`config.mk`:
```
export PLATFORM = sky130hd
export DESIGN_NAME = async_xing_arb_flat
export DESIGN_NICKNAME = d
export VERILOG_FILES = /design/src/rtl/async_xing_arb_if.sv /design/src/rtl/async_xing_arb.sv /design/src/flat_wrapper.sv
export SDC_FILE = /design/constraint.sdc
export NUM_CORES = 1
export LEC_CHECK = 0
export CORE_ASPECT_RATIO = 1.4
export CORE_MARGIN = 4
export CORE_UTILIZATION = 42
export CTS_CLUSTER_DIAMETER = 80
export CTS_CLUSTER_SIZE = 30
export DETAILED_ROUTE_END_ITERATION = 10
export GPL_ROUTABILITY_DRIVEN = 0
export PLACE_DENSITY = 0.84
export REMOVE_ABC_BUFFERS = 1
export SLEW_MARGIN = 10
export SYNTH_ARGS = -nofsm -noshare
export SYNTH_HDL_FRONTEND = slang
export SYNTH_SLANG_ARGS = --single-unit
```
`constraint.sdc`:
```
create_clock -name clock -period 4.6 [get_ports clock]
set_input_delay 0.69 -clock clock [delete_from_list [all_inputs] [get_ports clock]]
set_output_delay 0.69 -clock clock [all_outputs]
set_load 0.01 [all_outputs]
```
`src/rtl/async_xing_arb_if.sv`:
```
`default_nettype none
// ============================================================================
//  Module   : async_xing_arb_if
//  Purpose  : Request/enqueue bundle between requesters, the crossing
//             arbiter and the asynchronous-queue source side.
//  Revision : 1.0 - initial release
// ============================================================================
interface async_xing_arb_if #(
    parameter int NREQ = 4,
    parameter int W    = 15
);
    localparam int c_IDW = (NREQ > 1) ? $clog2(NREQ) : 1;

    logic [NREQ-1:0]   req_valid;
    logic [NREQ*W-1:0] req_bits;
    logic [NREQ-1:0]   req_ready;
    logic              enq_valid;
    logic [W-1:0]      enq_bits;
    logic [c_IDW-1:0]  enq_id;
    logic              enq_ready;
    logic              sink_reset;
    logic [7:0]        drop_cnt;

    // Arbiter side: accepts requests, drives the queue enqueue port.
    modport master (
        input  req_valid, req_bits, enq_ready, sink_reset,
        output req_ready, enq_valid, enq_bits, enq_id, drop_cnt
    );

    // Environment side: requesters, queue source and reset synchronizer.
    modport slave (
        output req_valid, req_bits, enq_ready, sink_reset,
        input  req_ready, enq_valid, enq_bits, enq_id, drop_cnt
    );
endinterface
`default_nettype wire

```
`src/rtl/async_xing_arb.sv`:
```
`default_nettype none
// ============================================================================
//  Module   : async_xing_arb
//  Purpose  : Round-robin arbiter feeding a single-entry hold stage into the
//             source side of an asynchronous queue; flushes the held item
//             when the remote domain is in reset.
//  Revision : 1.0 - initial release
// ============================================================================
module async_xing_arb #(
    parameter int NREQ = 4,
    parameter int W    = 15
) (
    input  wire logic          clock,
    input  wire logic          reset_n,
    async_xing_arb_if.master   bus
);
    localparam int c_IDW = (NREQ > 1) ? $clog2(NREQ) : 1;
    localparam logic [c_IDW:0]   c_NREQ_X = (c_IDW+1)'(NREQ);
    localparam logic [c_IDW-1:0] c_LAST_INIT = c_IDW'(NREQ - 1);

    typedef enum logic [1:0] {
        S_IDLE  = 2'd0,
        S_SEND  = 2'd1,
        S_FLUSH = 2'd2
    } state_t;

    state_t           r_state;
    logic [c_IDW-1:0] r_last_grant;
    logic [W-1:0]     r_hold_bits;
    logic [c_IDW-1:0] r_hold_id;
    logic [7:0]       r_drop_cnt;

    logic             w_slot_free;
    logic             w_found;
    logic             w_grant;
    logic [c_IDW-1:0] w_gnt_idx;
    logic [c_IDW:0]   w_scan;
    logic [W-1:0]     w_gnt_bits;
    logic [NREQ-1:0]  w_ready;

    // Hold slot can take a new item when empty or draining this cycle.
    // Gated by reset_n so nothing is accepted while the block is held in reset.
    assign w_slot_free = (r_state == S_IDLE) || ((r_state == S_SEND) && bus.enq_ready);
    assign w_grant     = w_found && w_slot_free && !bus.sink_reset && reset_n;

    // Round-robin scan starting just after the last granted requester.
    always_comb begin
        w_found   = 1'b0;
        w_gnt_idx = '0;
        w_scan    = '0;
        for (int k = 1; k <= NREQ; k++) begin
            w_scan = {1'b0, r_last_grant} + (c_IDW+1)'(k);
            if (w_scan >= c_NREQ_X) begin
                w_scan = w_scan - c_NREQ_X;
            end
            if (!w_found && bus.req_valid[w_scan[c_IDW-1:0]]) begin
                w_found   = 1'b1;
                w_gnt_idx = w_scan[c_IDW-1:0];
            end
        end
    end

    // Decode the winner into its ready strobe and payload.
    always_comb begin
        w_ready    = '0;
        w_gnt_bits = '0;
        for (int i = 0; i < NREQ; i++) begin
            if (w_gnt_idx == c_IDW'(i)) begin
                w_ready[i] = w_grant;
                w_gnt_bits = bus.req_bits[i*W +: W];
            end
        end
    end

    assign bus.req_ready = w_ready;
    // Drops in the same cycle as sink_reset so a dying remote never sees a push.
    assign bus.enq_valid = (r_state == S_SEND) && !bus.sink_reset;
    assign bus.enq_bits  = r_hold_bits;
    assign bus.enq_id    = r_hold_id;
    assign bus.drop_cnt  = r_drop_cnt;

    // State machine, hold registers, priority pointer and drop counter.
    always_ff @(posedge clock or negedge reset_n) begin
        if (!reset_n) begin
            r_state      <= S_IDLE;
            r_last_grant <= c_LAST_INIT;
            r_hold_bits  <= '0;
            r_hold_id    <= '0;
            r_drop_cnt   <= '0;
        end else if (bus.sink_reset) begin
            // enq_valid is low under sink_reset, so a held item can never fire here.
            r_state <= S_FLUSH;
            if ((r_state == S_SEND) && (r_drop_cnt != 8'hFF)) begin
                r_drop_cnt <= r_drop_cnt + 8'd1;
            end
        end else begin
            case (r_state)
                S_FLUSH: begin
                    r_state      <= S_IDLE;
                    r_last_grant <= c_LAST_INIT;
                end
                S_IDLE, S_SEND: begin
                    if (w_grant) begin
                        r_state      <= S_SEND;
                        r_hold_bits  <= w_gnt_bits;
                        r_hold_id    <= w_gnt_idx;
                        r_last_grant <= w_gnt_idx;
                    end else if ((r_state == S_SEND) && bus.enq_ready) begin
                        r_state <= S_IDLE;
                    end
                end
                default: begin
                    r_state <= S_IDLE;
                end
            endcase
        end
    end
endmodule
`default_nettype wire

```
`src/flat_wrapper.sv`:
```
// flat-port wrapper written by rule: the top's interface ports become plain ports
module async_xing_arb_flat 
#(
    parameter int NREQ = 4,
    parameter int W    = 15
)
  (clock, reset_n, bus_req_valid, bus_req_bits, bus_enq_ready, bus_sink_reset, bus_req_ready, bus_enq_valid, bus_enq_bits, bus_enq_id, bus_drop_cnt);
  async_xing_arb_if #(.NREQ(NREQ), .W(W)) bus_i ();
  input  wire logic clock;
  input  wire logic reset_n;
  input wire logic [$bits(bus_i.req_valid)-1:0] bus_req_valid;
  input wire logic [$bits(bus_i.req_bits)-1:0] bus_req_bits;
  input wire logic [$bits(bus_i.enq_ready)-1:0] bus_enq_ready;
  input wire logic [$bits(bus_i.sink_reset)-1:0] bus_sink_reset;
  output wire logic [$bits(bus_i.req_ready)-1:0] bus_req_ready;
  output wire logic [$bits(bus_i.enq_valid)-1:0] bus_enq_valid;
  output wire logic [$bits(bus_i.enq_bits)-1:0] bus_enq_bits;
  output wire logic [$bits(bus_i.enq_id)-1:0] bus_enq_id;
  output wire logic [$bits(bus_i.drop_cnt)-1:0] bus_drop_cnt;
  assign bus_i.req_valid = bus_req_valid;
  assign bus_i.req_bits = bus_req_bits;
  assign bus_i.enq_ready = bus_enq_ready;
  assign bus_i.sink_reset = bus_sink_reset;
  assign bus_req_ready = bus_i.req_ready;
  assign bus_enq_valid = bus_i.enq_valid;
  assign bus_enq_bits = bus_i.enq_bits;
  assign bus_enq_id = bus_i.enq_id;
  assign bus_drop_cnt = bus_i.drop_cnt;
  async_xing_arb #(.NREQ(NREQ), .W(W)) u_core (.clock(clock), .reset_n(reset_n), .bus(bus_i));
endmodule
```
==> metrics, run 1 <==
status finished clean; clock buffers created by TritonCTS 5; Std-Cell Rows 28; final clock period utilization by the worst path 0.7090; main area contributors after synthesis dfrtp_1, mux2i_1, mux2_2; Post-Syn Instances 153; via count of the first global-routing pass 1591; total core area 4204 um^2; post-CTS clock slew at the launch and capture registers of the worst setup and hold paths 0.06 ns; top cell type's share of synthesized area 0.3701; share of synthesized area occupied by flip-flops and latches 0.3989; DRC violation total after the first TritonRoute iteration 49; mean area per synthesized cell 11.93 um^2; number of diodes 0; cell area after layout 2898 um^2; Power Dens Cells 361.1 nW/um^2; flip-flop cell with the highest count after synthesis dfrtp_1; Final WS setup 1.339 ns; die outline area 5480 um^2; placed inst area 2815 um^2; met3 routed wirelength 485 um; post_cts resized 0; worst setup path category in -> out; number of setup violations in the final report 0; clk sink count 29; die height 86.01 um; setup bufs post-CTS 0; max-slew violation total from the final report 0; GRT Overall Usage 0.1764; number of enable flip-flop cells after synthesis 0; Post-Route M1 WL 1.972 mm; maximum fanout encountered on the critical timing path 3; total of max-cap violations 0; clock tree from TritonCTS yes; width of the chip 63.72 um; largest net degree at the start of global routing 31; routed len/inst 15.67 um; flop and latch count out of synthesis 29; total vias in the final route 1538; worst slack at placement 1.330 ns; hold crit path type reg -> reg; maximum root-to-sink buffer count 2; skew final 0.006518 ns; netlist area before placement 1826 um^2; Achievable Freq 306.6 MHz; proportion of layout cells with a drive suffix above 1 0.1496; total number of yosys warnings 0; share of the core filled with cells in the final layout 0.6893; CTS H-tree depth 2; # IOs 98; layout net count 322; wire length after detailed routing 4.685 mm; most frequent cell after synthesis mux2i_1; cell type with the highest aggregate area in the netlist dfrtp_1; share of async-settable or async-resettable flops after synthesis 1.000; cell at the root of the clock tree clkbuf_8; Via-to-Cell Ratio 5.144; Routed met2 length 2.197 mm; post-synthesis cell type count 36; number of buffers inserted for hold repair after clock tree synthesis 0; HPWL reported at the end of detailed placement 3.647 mm; initial cell density of the core 0.4342; data arrival at the endpoint of the critical path 2.57 ns; post-route DRC violation count 0; Post-DRT Antenna Nets 0; clock latency at the later pin of the worst-skew pair 0.27 ns; startpoint types input port; First-pass DRT Iterations 4; endpoint kind of the worst setup timing path primary output; accumulated negative setup slack 0 ns; required time of the worst setup path 3.91 ns; Buffers on Ports 97; transition at the pin with the smallest max-transition slack 0.5102 ns; number of endpoints with negative hold slack in the final report 0; max_slew headroom 0.6599; top metal layer carrying routed signals met4; wire length of the first global-routing pass 7.596 mm; minimum clock period 3.261 ns; Remaining Overflow, GRT 0; fill cell total of the finished layout 338; relative area change from synthesis to final layout 58.74%; leakage dissipation 1.242 nW; leading cell types by count after synthesis mux2i_1, dfrtp_1, mux2_2; setup repair after global routing missed its margin no; overall power of the completed layout 1.046 mW; number of antenna violations at the first check in global routing 0; worst supply voltage drop on vdd 0.2324 mV
## cells in the final DEF, fill, tap and decap left out, types with 3 or more instances in the layout
| master | count |
|---|---|
| clkdlybuf4s50_1 | 97 |
| mux2i_1 | 45 |
| dfrtp_1 | 27 |
| mux2_2 | 16 |
| nor2_1 | 9 |
| clkbuf_8 | 5 |
| nand2b_1 | 4 |
| nand4_1 | 4 |
| xnor2_1 | 4 |
| buf_4 | 4 |
| nand2_1 | 3 |
| xor2_1 | 3 |
## critical path: stages
cell and delay (ns):
clkdlybuf4s50_1 0.48, inv_2 0.05, a2111oi_4 0.37, a21boi_2 0.23, nand2b_1 0.10, nor2b_1 0.11, clkdlybuf4s50_1 0.54
## kinds of logic (layout without fill, tap and decap cells)
| family | Yosys count | count (layout) | share of synthesized area |
|---|---|---|---|
| multiplexers | 61 | 61 | 0.3454 |
| flip-flops | 29 | 29 | 0.3989 |
| AND/OR/NAND/NOR | 29 | 29 | 0.08909 |
| AO/OA/AOI/OAI | 14 | 14 | 0.07539 |
| buffers and inverters | 12 | 113 | 0.05072 |
| XOR/XNOR | 7 | 7 | 0.03359 |
| adder cells (fa/ha/maj) | 1 | 1 | 0.006853 |
## stage by stage
stage	hold WS (ns)	std cells
after global placement	0.4875	291
after detailed placement	0.4948	291
final	0.5071	299
after floorplan	0.3944	145
after global routing	0.5132	299
after CTS	0.5081	299
## per-layer routing
metal  track usage  vias up
li1              -      747
met1        0.2141      709
met2        0.2909       78
met3       0.06946        4
met4       0.04715        0
met5             0        -
## final timing paths
path                                        start                     end  slack, ns  depth (start not counted)
setup / recovery                    bus_enq_ready        bus_req_ready[0]       1.34                          7
hold / removal             u_core.bus.enq_bits[7]  u_core.bus.enq_bits[7]       0.51                          1
setup reg to reg           u_core.r_last_grant[0]  u_core.bus.enq_bits[6]       2.43                          6
hold reg to reg            u_core.bus.enq_bits[7]  u_core.bus.enq_bits[7]       0.51                          1
max in group asynchronous                 reset_n  u_core.r_last_grant[1]       3.44                          2
min in group asynchronous                 reset_n  u_core.bus.drop_cnt[6]       0.85                          2
## where the power goes
part | total (mW) | internal [mW] | switching, mW | leakage [nW]
clock network | 0.193 | 0.104 | 0.0888 | 0.0450
registers | 0.380 | 0.330 | 0.0499 | 0.355
logic | 0.473 | 0.291 | 0.182 | 0.842
total | 1.05 | 0.726 | 0.321 | 1.24
## sequential cells by signal, summed over array words and instances, names as in the netlist
| signal | cells |
|---|---|
| u_core.bus.drop_cnt | 8 |
| u_core.r_state | 2 |
| u_core.bus.enq_bits | 15 |
| u_core.r_last_grant | 2 |
| u_core.bus.enq_id | 2 |
## area by class of cell
type	count	area (um^2)	share of cell area
Multi-Input combinational cell	112	1015	0.3502
Clock buffer	6	72.57	0.02504
Inverter	4	15.01	0.005181
Timing Repair Buffer	101	1001	0.3454
Tap cell	45	56.30	0.01943
Sequential cell	29	728.2	0.2513
Clock inverter	2	10.01	0.003454
Note: power is estimated with default switching activity, not from simulation.
==> run 2, diff against run 1 <==
--- a/config.mk
+++ b/config.mk
@@ -7,12 +7,12 @@
 export LEC_CHECK = 0
 export CORE_ASPECT_RATIO = 1.4
 export CORE_MARGIN = 4
-export CORE_UTILIZATION = 42
+export CORE_UTILIZATION = 35
 export CTS_CLUSTER_DIAMETER = 80
 export CTS_CLUSTER_SIZE = 30
 export DETAILED_ROUTE_END_ITERATION = 10
 export GPL_ROUTABILITY_DRIVEN = 0
-export PLACE_DENSITY = 0.84
+export PLACE_DENSITY = 0.75
 export REMOVE_ABC_BUFFERS = 1
 export SLEW_MARGIN = 10
 export SYNTH_ARGS = -nofsm -noshare
==> constraint.sdc (replaced) <==
create_clock -name clock -period 2.8 [get_ports clock]
set_input_delay 0.42 -clock clock [delete_from_list [all_inputs] [get_ports clock]]
set_output_delay 0.42 -clock clock [all_outputs]
set_load 0.01 [all_outputs]
==> metrics, run 2 (synthesis results as in run 1) <==
status finished clean; total core area 4955 um^2 (+18%); tightest hold margin 0.4972 ns (-0.009901 ns); Buffers on Ports 97 (unchanged); wire length after detailed routing 4.994 mm (+6.6%); minimum clock period 2.640 ns; top metal layer carrying routed signals met4; number of antenna violations at the first check in global routing 0 (unchanged); max-slew violation total from the final report 0 (unchanged); max_slew headroom 0.6620 (+0.002089); data arrival at the endpoint of the critical path 2.22 ns (-0.35 ns); Largest register FFs 15 (unchanged); Power Dens Cells 590.4 nW/um^2 (+64%); required time of the worst setup path 2.38 ns (-1.53 ns); cell area after layout 2942 um^2 (+1.5%); clock buffers created by TritonCTS 5 (unchanged); endpoint kind of the worst setup timing path primary output; number of buffer and inverter stages on the critical path 4 (+1); wire length of the first global-routing pass 8.314 mm (+9.5%); startpoint types input port; number of buffers inserted for hold repair after clock tree synthesis 0 (unchanged); Routed met2 length 2.470 mm (+12%); cell chain of the critical path clkdlybuf4s50_1, inv_2, a2111oi_4, buf_4, nand2_1, nor2_1, clkdlybuf4s50_1; Achievable Freq 378.8 MHz; placed inst area 2854 um^2 (+1.4%); Via-to-Cell Ratio 4.844 (-5.8%); most common cell type on the critical path clkdlybuf4s50_1; leading cell type in the layout, fill and taps excluded clkdlybuf4s50_1; worst setup path category in -> out; met3 routed wirelength 368 um (-24%); die height 93.45 um (+8.7%); hold crit path type reg -> reg; proportion of layout cells with a drive suffix above 1 0.1563 (+0.006644); Std-Cell Rows 30 (+7.1%); Post-DRT Antenna Nets 0 (unchanged); routed len/inst 15.61 um (-0.40%); accumulated negative setup slack 0 ns (unchanged); Critical Path Slowest Stage Cell clkdlybuf4s50_1; worst supply voltage drop on vdd 0.3578 mV (+54%); First-pass DRT Iterations 4 (unchanged); # IOs 98 (unchanged); width of the chip 69.04 um (+8.3%); largest net degree at the start of global routing 31 (unchanged); highest-count cells in the layout ignoring fill and taps clkdlybuf4s50_1, mux2i_1, dfrtp_1; maximum root-to-sink buffer count 2 (unchanged); clock tree from TritonCTS yes; setup repair after global routing missed its margin no; total of max-cap violations 0 (unchanged); relative area change from synthesis to final layout 61.14%; number of diodes 0 (unchanged); post-CTS clock slew at the launch and capture registers of the worst setup and hold paths 0.06 ns (about the same); instance count after placement with tap cells included 312 (+7.2%); CTS H-tree depth 2 (unchanged); number of setup violations in the final report 0 (unchanged); clock latency at the later pin of the worst-skew pair 0.29 ns (+0.02 ns); number of endpoints with negative hold slack in the final report 0 (unchanged); GRT Overall Usage 0.1595 (-0.01691); CP top delay family buffers and inverters; post-route DRC violation count 0 (unchanged); clk sink count 29 (unchanged); total vias in the final route 1550 (+0.78%); cell at the root of the clock tree clkbuf_8; die outline area 6451 um^2 (+18%); max incr delay on CP 0.56 ns (+0.02 ns); HPWL reported at the end of detailed placement 3.874 mm (+6.2%); Post-Route M1 WL 2.116 mm (+7.3%); transition at the pin with the smallest max-transition slack 0.5071 ns (-0.003133 ns); DRC violation total after the first TritonRoute iteration 31 (-37%); final clock period utilization by the worst path 0.9428; layout net count 324 (+0.62%); leakage dissipation 1.288 nW (+3.7%); skew final 0.01195 ns (+0.005434 ns); maximum fanout encountered on the critical timing path 2 (-1); via count of the first global-routing pass 1663 (+4.5%); fill cell total of the finished layout 438 (+30%); non-filler cells, final 320 (+7.0%); initial cell density of the core 0.3684 (-0.06579); Remaining Overflow, GRT 0 (unchanged)
==> run 2: cell types whose count changed in the layout (fill, tap and decap cells not counted) <==
cell and change:
buf_4 +2, clkdlybuf4s50_1 -2, dlymetal6s2s_1 +2
==> run 2: where the power goes <==
part           internal (mW)  leakage, nW  switching (mW)
Clock                  0.172       0.0450           0.159
Combinational          0.483        0.888           0.301
Sequential             0.542        0.355          0.0806
==> run 2: routing by layer <==
metal,track usage,vias to the layer above
met2,0.2604,66
met1,0.1959,726
met3,0.06129,4
met4,0.04397,0
met5,0,-
li1,-,754
==> run 2: worst register-to-register path: stages, from the launching register on <==
cell and delay [ns]:
dfstp_2 0.58, nor3b_2 0.08, a211oi_4 0.26, buf_4 0.48
mux2i_1 0.30, mux2i_1 0.11, mux2_2 0.27
==> run 2: area by class of cell <==
class | count | area [um^2] | area share
repair buffers | 103 | 1021 | 0.3471
multi-input cells | 112 | 1015 | 0.3450
flip-flops and latches | 29 | 728.2 | 0.2476
well taps | 64 | 80.08 | 0.02722
clock buffers | 6 | 72.57 | 0.02467
inverters | 4 | 15.01 | 0.005104
clock inverters | 2 | 10.01 | 0.003403
==> run 2: repair_timing <==
item	in CTS	in global routing
endpoints found under the setup margin	0	2
setup buffers	0	0
resized for setup	0	2
==> run 2: stage by stage <==
stage	setup slack, ns	util	power [mW]
2_1_floorplan	0.06098	-	0.9948
3_3_place_gp	0.1185	0.5760	1.411
3_5_place_dp	0.08036	0.5760	1.426
4_1_cts	0.07773	0.5927	1.765
5_1_grt	0.07695	0.5937	1.843
6_report	0.1602	0.5937	1.737
==> run 2: final timing paths <==
check                                            start                     end  slack, ns  depth (start not counted)
worst min-delay path            u_core.bus.drop_cnt[7]  u_core.bus.drop_cnt[7]       0.50                          1
min in group asynchronous                      reset_n    u_core.bus.enq_id[0]       0.58                          2
worst min register to register  u_core.bus.drop_cnt[7]  u_core.bus.drop_cnt[7]       0.50                          1
worst max register to register  u_core.r_last_grant[0]  u_core.bus.enq_bits[4]       0.61                          6
worst max-delay path                           reset_n        bus_req_ready[3]       0.16                          7
max in group asynchronous                      reset_n  u_core.r_last_grant[1]       1.89                          2
